$ cat config.mk
export PLATFORM = sky130hd
export DESIGN_NAME = serial_subtractor
export DESIGN_NICKNAME = d
export VERILOG_FILES = /design/src/rtl/serial_sub_pkg.sv /design/src/rtl/full_subtractor.sv /design/src/rtl/serial_subtractor.sv
export SDC_FILE = /design/constraint.sdc
export NUM_CORES = 1
export LEC_CHECK = 0
export CAP_MARGIN = 20
export CORE_MARGIN = 4
export CORE_UTILIZATION = 50
export DETAILED_ROUTE_END_ITERATION = 8
export HOLD_SLACK_MARGIN = 0.08
export PLACE_DENSITY = 0.79
export SYNTH_ARGS = -nofsm -noshare
export SYNTH_HDL_FRONTEND = slang
export SYNTH_SLANG_ARGS = --single-unit
$ cat constraint.sdc
create_clock -name clk -period 1.9 [get_ports clk]
set_input_delay 0.38 -clock clk [delete_from_list [all_inputs] [get_ports clk]]
set_output_delay 0.38 -clock clk [all_outputs]
set_load 0.02 [all_outputs]
$ cat src/rtl/serial_sub_pkg.sv
// Shared definitions for the bit-serial subtractor: FSM state encoding,
// default operand width and a counter-width helper.
package serial_sub_pkg;

  // Default operand/result width in bits (must be at least 2).
  localparam int unsigned SERIAL_SUB_WIDTH = 8;

  // Controller states. Encodings are fixed so that waveforms and any
  // legacy tooling that decodes the raw state bits stay stable.
  typedef enum logic [1:0] {
    IDLE  = 2'd0,
    SHIFT = 2'd1,
    DONE  = 2'd2
  } state_e;

  // Width of the bit counter. It only needs to reach WIDTH-1, so
  // $clog2(WIDTH) bits suffice; clamp to one bit for degenerate widths.
  function automatic int unsigned cnt_bits(input int unsigned width);
    return (width > 1) ? $clog2(width) : 1;
  endfunction

endpackage : serial_sub_pkg

$ cat src/rtl/full_subtractor.sv
// Combinational 1-bit full-subtractor cell: d = a - b - bin, with the
// borrow produced when a < b + bin.
module full_subtractor (
  input  logic a,
  input  logic b,
  input  logic bin,
  output logic d,
  output logic bout
);

  // Difference bit and outgoing borrow of one bit position.
  always_comb begin
    d    = a ^ b ^ bin;
    bout = (~a & b) | (~(a ^ b) & bin);
  end

endmodule : full_subtractor

$ cat src/rtl/serial_subtractor.sv
// Bit-serial WIDTH-bit subtractor: diff = x - y - borrow_in, one bit per
// clock, LSB first, through a single full_subtractor cell and a borrow
// flip-flop. Start/ready/valid handshake; all outputs are registered.
//
// Optional feature: define SERIAL_SUB_FLAGS_EN to add the signed-overflow
// and zero flags, latched together with diff.
module serial_subtractor
  import serial_sub_pkg::*;
#(
  parameter int unsigned WIDTH = SERIAL_SUB_WIDTH
) (
  input  logic             clk,
  input  logic             rst_n,
  input  logic             start,
  input  logic [WIDTH-1:0] x,
  input  logic [WIDTH-1:0] y,
  input  logic             borrow_in,
  output logic             ready,
  output logic             valid,
  output logic [WIDTH-1:0] diff,
  output logic             borrow_out
`ifdef SERIAL_SUB_FLAGS_EN
  ,
  output logic             overflow,
  output logic             zero
`endif
);

  localparam int unsigned CNT_W = cnt_bits(WIDTH);
  // The partial-result register holds the WIDTH-1 low difference bits;
  // the final (MSB) bit goes straight from the cell into the output
  // register on the last shift, so no bit of the shift register is dead.
  localparam int unsigned RES_W = WIDTH - 1;
  localparam logic [CNT_W-1:0] CNT_LAST = CNT_W'(WIDTH - 1);

  // Control state
  state_e           state_q, state_d;
  logic             ready_q, ready_d;
  logic             valid_q, valid_d;

  // Serial datapath
  logic [WIDTH-1:0] a_q, a_d;
  logic [WIDTH-1:0] b_q, b_d;
  logic [RES_W-1:0] res_q, res_d;
  logic             borrow_q, borrow_d;
  logic [CNT_W-1:0] cnt_q, cnt_d;

  // Output registers
  logic [WIDTH-1:0] diff_q, diff_d;
  logic             bout_q, bout_d;

`ifdef SERIAL_SUB_FLAGS_EN
  logic             x_msb_q, x_msb_d;
  logic             y_msb_q, y_msb_d;
  logic             ovf_q, ovf_d;
  logic             zero_q, zero_d;
`endif

  // Single shared 1-bit cell operating on the current LSBs.
  logic cell_d;
  logic cell_bout;

  full_subtractor u_cell (
    .a    (a_q[0]),
    .b    (b_q[0]),
    .bin  (borrow_q),
    .d    (cell_d),
    .bout (cell_bout)
  );

  // Next-state and datapath update logic for the IDLE/SHIFT/DONE sequence.
  always_comb begin
    // NOTE: every signal gets a default before the case so that no path
    // leaves it unassigned; a missing default here would infer a latch.
    state_d  = state_q;
    ready_d  = ready_q;
    valid_d  = 1'b0;
    a_d      = a_q;
    b_d      = b_q;
    res_d    = res_q;
    borrow_d = borrow_q;
    cnt_d    = cnt_q;
    diff_d   = diff_q;
    bout_d   = bout_q;
`ifdef SERIAL_SUB_FLAGS_EN
    x_msb_d  = x_msb_q;
    y_msb_d  = y_msb_q;
    ovf_d    = ovf_q;
    zero_d   = zero_q;
`endif

    unique case (state_q)
      IDLE: begin
        if (start) begin
          a_d      = x;
          b_d      = y;
          borrow_d = borrow_in;
          cnt_d    = '0;
          ready_d  = 1'b0;
          state_d  = SHIFT;
`ifdef SERIAL_SUB_FLAGS_EN
          x_msb_d  = x[WIDTH-1];
          y_msb_d  = y[WIDTH-1];
`endif
        end
      end

      SHIFT: begin
        a_d      = {1'b0, a_q[WIDTH-1:1]};
        b_d      = {1'b0, b_q[WIDTH-1:1]};
        res_d    = RES_W'({cell_d, res_q} >> 1);
        borrow_d = cell_bout;
        cnt_d    = cnt_q + 1'b1;
        if (cnt_q == CNT_LAST) begin
          // Last bit: publish the full result in the output register.
          state_d = DONE;
          valid_d = 1'b1;
          diff_d  = {cell_d, res_q};
          bout_d  = cell_bout;
`ifdef SERIAL_SUB_FLAGS_EN
          // Overflow only when operand signs differ and the result sign
          // disagrees with the minuend.
          ovf_d   = (x_msb_q != y_msb_q) && (cell_d != x_msb_q);
          zero_d  = ({cell_d, res_q} == '0);
`endif
        end
      end

      DONE: begin
        state_d = IDLE;
        ready_d = 1'b1;
      end

      default: begin
        state_d = IDLE;
        ready_d = 1'b1;
      end
    endcase
  end

  // Control and output registers with synchronous active-low reset.
  always_ff @(posedge clk) begin
    // NOTE: state is updated with non-blocking assignments so every
    // register samples pre-edge values regardless of block ordering.
    if (!rst_n) begin
      state_q <= IDLE;
      ready_q <= 1'b1;
      valid_q <= 1'b0;
      diff_q  <= '0;
      bout_q  <= 1'b0;
`ifdef SERIAL_SUB_FLAGS_EN
      ovf_q   <= 1'b0;
      zero_q  <= 1'b0;
`endif
    end else begin
      state_q <= state_d;
      ready_q <= ready_d;
      valid_q <= valid_d;
      diff_q  <= diff_d;
      bout_q  <= bout_d;
`ifdef SERIAL_SUB_FLAGS_EN
      ovf_q   <= ovf_d;
      zero_q  <= zero_d;
`endif
    end
  end

  // Working registers of the serial datapath.
  always_ff @(posedge clk) begin
    // NOTE: these are deliberately not reset; they are always loaded on the
    // accepting edge before being read, so a reset would only cost fan-out.
    a_q      <= a_d;
    b_q      <= b_d;
    res_q    <= res_d;
    borrow_q <= borrow_d;
    cnt_q    <= cnt_d;
`ifdef SERIAL_SUB_FLAGS_EN
    x_msb_q  <= x_msb_d;
    y_msb_q  <= y_msb_d;
`endif
  end

  assign ready      = ready_q;
  assign valid      = valid_q;
  assign diff       = diff_q;
  assign borrow_out = bout_q;
`ifdef SERIAL_SUB_FLAGS_EN
  assign overflow   = ovf_q;
  assign zero       = zero_q;
`endif

endmodule : serial_subtractor

Word-level counts from Yosys, hierarchy flattened
Cells that the tools add are included.
Storage, ports and cells
  register bits after elaboration: 40
  bits of input ports: 20
Cells by class
  $add $sub $neg: 1
  eq/ne operators: 4
  multiplexer cells: 14
  bitwise gates (word level): 8
  reduce and logical (&&, ||, !) cells: 7
Operators with widths (number)
  8-bit case mux with 2 select lines: 2
  8-bit two-way mux: 2
  2-bit AND reduction: 5
  3-bit case mux with 2 select lines: 1
  2-bit two-way mux: 2
  2-bit != test, second input constant: 2
  1-bit case mux with 2 select lines: 2
  2-bit case mux with 2 select lines: 1
  3-bit by 1-bit adder with 3-bit output, second input constant: 1
  3-bit == test, second input constant: 1
  1-bit two-way mux: 3
  3-bit two-way mux: 1
  1-bit inverter: 3
  1-bit AND: 2
  2-bit by 1-bit == test with 1-bit output, second input constant: 1
  2-bit logical NOT: 1
  2-bit nonzero test: 1
  1-bit XOR: 2
  1-bit bitwise OR: 1

Depth between registers and ports, before layout
  word-level depth: 5
  gate-level depth with buffers: 5
  gate-level depth less buffers: 4

Hierarchy
Synthesis repeated with hierarchy kept, for this count alone.
Second synthesis, totals
  cell total of the unflattened synthesis: 110
  area, all modules: 1616.6 um^2
By module, submodules not included
  serial_subtractor: times used 1, cells each 106, area an instance 1585.3 um^2, seq. area each 1071.0 um^2
  full_subtractor: times used 1, cells each 4, area an instance 31.3 um^2, seq. area each 0.0 um^2

Worst setup path after synthesis
OpenSTA, ideal clock, no wires.
  path type: input port to flip-flop
  from: input start
  to: register a_q[0], enable pin
  setup time: 0.397 ns
  arrival: 1.275 ns
  data required time: 1.503 ns
  slack: 0.228 ns
  stages on the path: 2
  path buffers: 0
  cell sequence: nor2_1 -> nor2_1
Between the ends
  longest elaborated chain between the ends: 2
RTL lines
  start, declared: RTL line serial_subtractor.sv:14  | input logic start,
  2-bit != test (no source line)
  2-bit AND reduction (no source line)
  end signal, assigned: RTL line serial_subtractor.sv:172  | a_q <= a_d;
  end, declared: RTL line serial_subtractor.sv:42  | logic [WIDTH-1:0] a_q, a_d;
Every way passes these cells.
A chain may end at the register's enable or synchronous reset.

Final worst setup path
  from: register diff_q[7] (netlist: diff[7])
  to: output diff[7]
RTL lines
  start, declared: RTL line serial_subtractor.sv:49  | logic [WIDTH-1:0] diff_q, diff_d;
  start signal, assigned: RTL line serial_subtractor.sv:159  | diff_q <= diff_d;
  end, declared: RTL line serial_subtractor.sv:20  | output logic [WIDTH-1:0] diff,
No word-level cell between the ends.

==> results.yml <==
run_status:
  outcome: "completed"
synth:
  synth_flop_cell: "edfxtp_1"
  yosysTopAreaCell: "edfxtp_1"
  ys_async_sr_fraction: 0
  synth_compound_area_frac: 0.00772
  yosysMostFrequentCell: "edfxtp_1"
  synth_area_um2: 1620
  synth_top_family_by_area: "multiplexers"
  yosys-top-cells-area: "edfxtp_1 50%, dfxtp_1 16%, mux2_2 6.3%, mux2i_1 6.2%, mux2_4 4.6%"
  yosys_warnings: 0
  yosys-top-cells-count: "27 x edfxtp_1, 17 x nand2_1, 13 x dfxtp_1"
  yosys_register_bits: 40
  synth_top_area_frac: 0.500
  synth_mux_area_frac: 0.171
  synth_cell_types: 19
  ys_seq_area_frac: 0.660
  synthesis.nets: 133
  synth_edf_count: 27
  synth-xor-area-share: 0
  synth_area_per_cell_um2: 14.7
  yosys.area_share.simple: 0.0941
  syn_inst: 110
  synthAdderAreaFrac: 0.0278
setup_path:
  crit_type: "reg -> out"
  crit_path_start_kind: "flop"
  worst_path_max_delay_cell: "clkdlybuf4s50_1"
  crit_family: "buffers and inverters"
  arrival_ps: 1290
  crit_fanout: 2
  crit_path_cell_trace: "clkdlybuf4s50_1"
  r2r_end: "diff[5]"
  path_buf_inv: 1
  critical-path-max-stage-delay_ps: 610
  cp.depth: 1
  reg2reg_slack_ps: 330
  r2r_cells: 4
  cp.required_ps: 1520
  end_kind: "output port"
  regToRegStartpoint: "cnt_q[0]"
cts:
  cts_resized: 0
  cts_sinks: 40
  clkLatencyLatePin_ps: 340
  h-tree-depth: 2
  post_cts_buffers: 0
  cts_root_buf: "clkbuf_4"
  cts_tree: "built"
  clk_pin_slew_worst_paths_ps: 100
  numCtsBuffers: 5
  clk_path_buf_depth: 2
  holdBufCountCts: 0
cells_and_area:
  n_antenna_cell: 0
  finish.utilization: 0.654
  nets: 168
  stdcell_area_um2: 2010
  drive_gt1_frac: 0.158
  fin_cells: 190
  areaGrowthSynthToFinish_pct: 24.2
drt:
  wl_per_cell_um: 12.9
  route.antenna.remaining_nets: 0
  drc_errors: 0
  drt_iter0_drc: 34
  vias: 923
  drt_pass1_iterations: 4
  drt-total-wl_um: 2450
  vias_per_cell: 4.86
pwr:
  internal-power_mw: 1.27
  switching_share: 0.217
  vdd_drop_max_mv: 0.458
  combPwrFrac: 0.120
  leakage_nw: 0.764
  power_mw: 1.63
  p_clk_frac: 0.240
  seqPwrFrac: 0.640
  p_per_area_nw_per_um2: 808
  p_switching_mw: 0.353
sta:
  fmax_ghz: 0.599
  period_share: 0.878
  tns_ps: 0
  period_minus_slack_ps: 1670
  holdWs_ps: 461
  hold_viol_final: 0
  fin_skew_ps: 12.4
  finalSetupViolCount: 0
  slew_headroom: 0.608
  rsz0062_at_grt: "false"
  worst_pin_slew_ps: 588
  drv_slew: 0
  final.setup.worst_slack_ps: 231
floorplan:
  die_h_um: 65.0
  fp.dieW_um: 65.0
  rows: 20
  pin_count: 31
  start_util: 0.527
  core_area_um2: 3080
  dieArea_um2: 4220
global_route:
  grt-ovfl-total: 0
  grt_pass1_wl_um: 4150
  grt_max_degree: 22
  first_global_vias: 956
  grt_use_total: 0.132
  antenna_found_initial: 0
place:
  dpl.hpwl_um: 1810
  dp_cells: 182
  preCtsSetupSlack_ps: 317
  place_area_um2: 1960
  gp_congestion: 0.713
  port_buffers: 30
min_path:
  whs_endpoint: "diff[2]"
  min_delay_path_depth: 2
  min_from: "diff[2]"
  hold_class: "reg -> reg"
flow_run:
  drv_cap: 0
worst register-to-register path, cell delays in order (launching register included):
cell	delay [ps]
edfxtp_1	370
ha_1	170
ha_1	160
and3b_1	550
mux2i_1	250
power by group through the flow:
stage               clock network (mW)  registers, mW  logic, mW
floorplan                            0           1.06      0.125
global placement                     0           1.06      0.189
detailed placement                   0           1.06      0.200
CTS                              0.409           1.04      0.201
global route                     0.448           1.05      0.218
finish                           0.391           1.04      0.195
metal layers:
layer  track usage  routed length (µm)  vias up
met5             0                   0        -
met4        0.0712                  48        0
met3        0.0451                 143        5
met2         0.216                1250       32
met1         0.152                1000      437
li1              -                   -      449
area by class of cell:
| class | count | area (µm²) |
|---|---|---|
| repair buffers | 33 | 335 |
| clock buffers | 7 | 45.0 |
| fillers | 247 | 1060 |
| clock inverters | 1 | 5.00 |
| flip-flops and latches | 40 | 1070 |
| multi-input cells | 61 | 487 |
| well taps | 44 | 55.1 |
| inverters | 4 | 15.0 |
kinds of logic after synthesis:
group / Yosys count
flip-flops: 40
AND/OR/NAND/NOR: 32
AO/OA/AOI/OAI: 2
buffers and inverters: 9
multiplexers: 24
adder cells (fa/ha/maj): 3
worst max-delay path by stage:
stage / startpoint / end / slack (ps)
finish: diff[7] / diff[7] / 230
global route: diff[5] / diff[5] / 160
CTS: diff[7] / diff[7] / 200
detailed placement: cnt_q[0] / diff[4] / 320
global placement: start / b_q[5] / 330
floorplan: start / a_q[0] / 230
flip-flops by register name, indices dropped and copies added, names as in the netlist:
| signal | cells |
|---|---|
| a_q | 8 |
| b_q | 8 |
| diff | 8 |
| res_q | 7 |
| cnt_q | 3 |
| state_q | 2 |
| borrow_out | 1 |
| borrow_q | 1 |
| ready | 1 |
| valid | 1 |
placed cells by master, fill, tap and decap left out, drive strengths merged:
| master | synthesis | routed |
|---|---|---|
| nor2 | 3 | 3 |
| a21oi | 1 | 1 |
| inv | 4 | 4 |
| edfxtp | 27 | 27 |
| nand2 | 17 | 17 |
| and3b | 1 | 1 |
| clkdlybuf4s50 | 0 | 30 |
| ha | 2 | 2 |
| a21o | 1 | 1 |
| mux2i | 10 | 10 |
| dfxtp | 13 | 13 |
| mux2 | 14 | 14 |
| nand2b | 5 | 5 |
| buf | 5 | 3 |
| fa | 1 | 1 |
| and2 | 6 | 6 |
| clkbuf | 0 | 7 |
| clkinv | 0 | 1 |
Power figures use the tool's default switching activity.
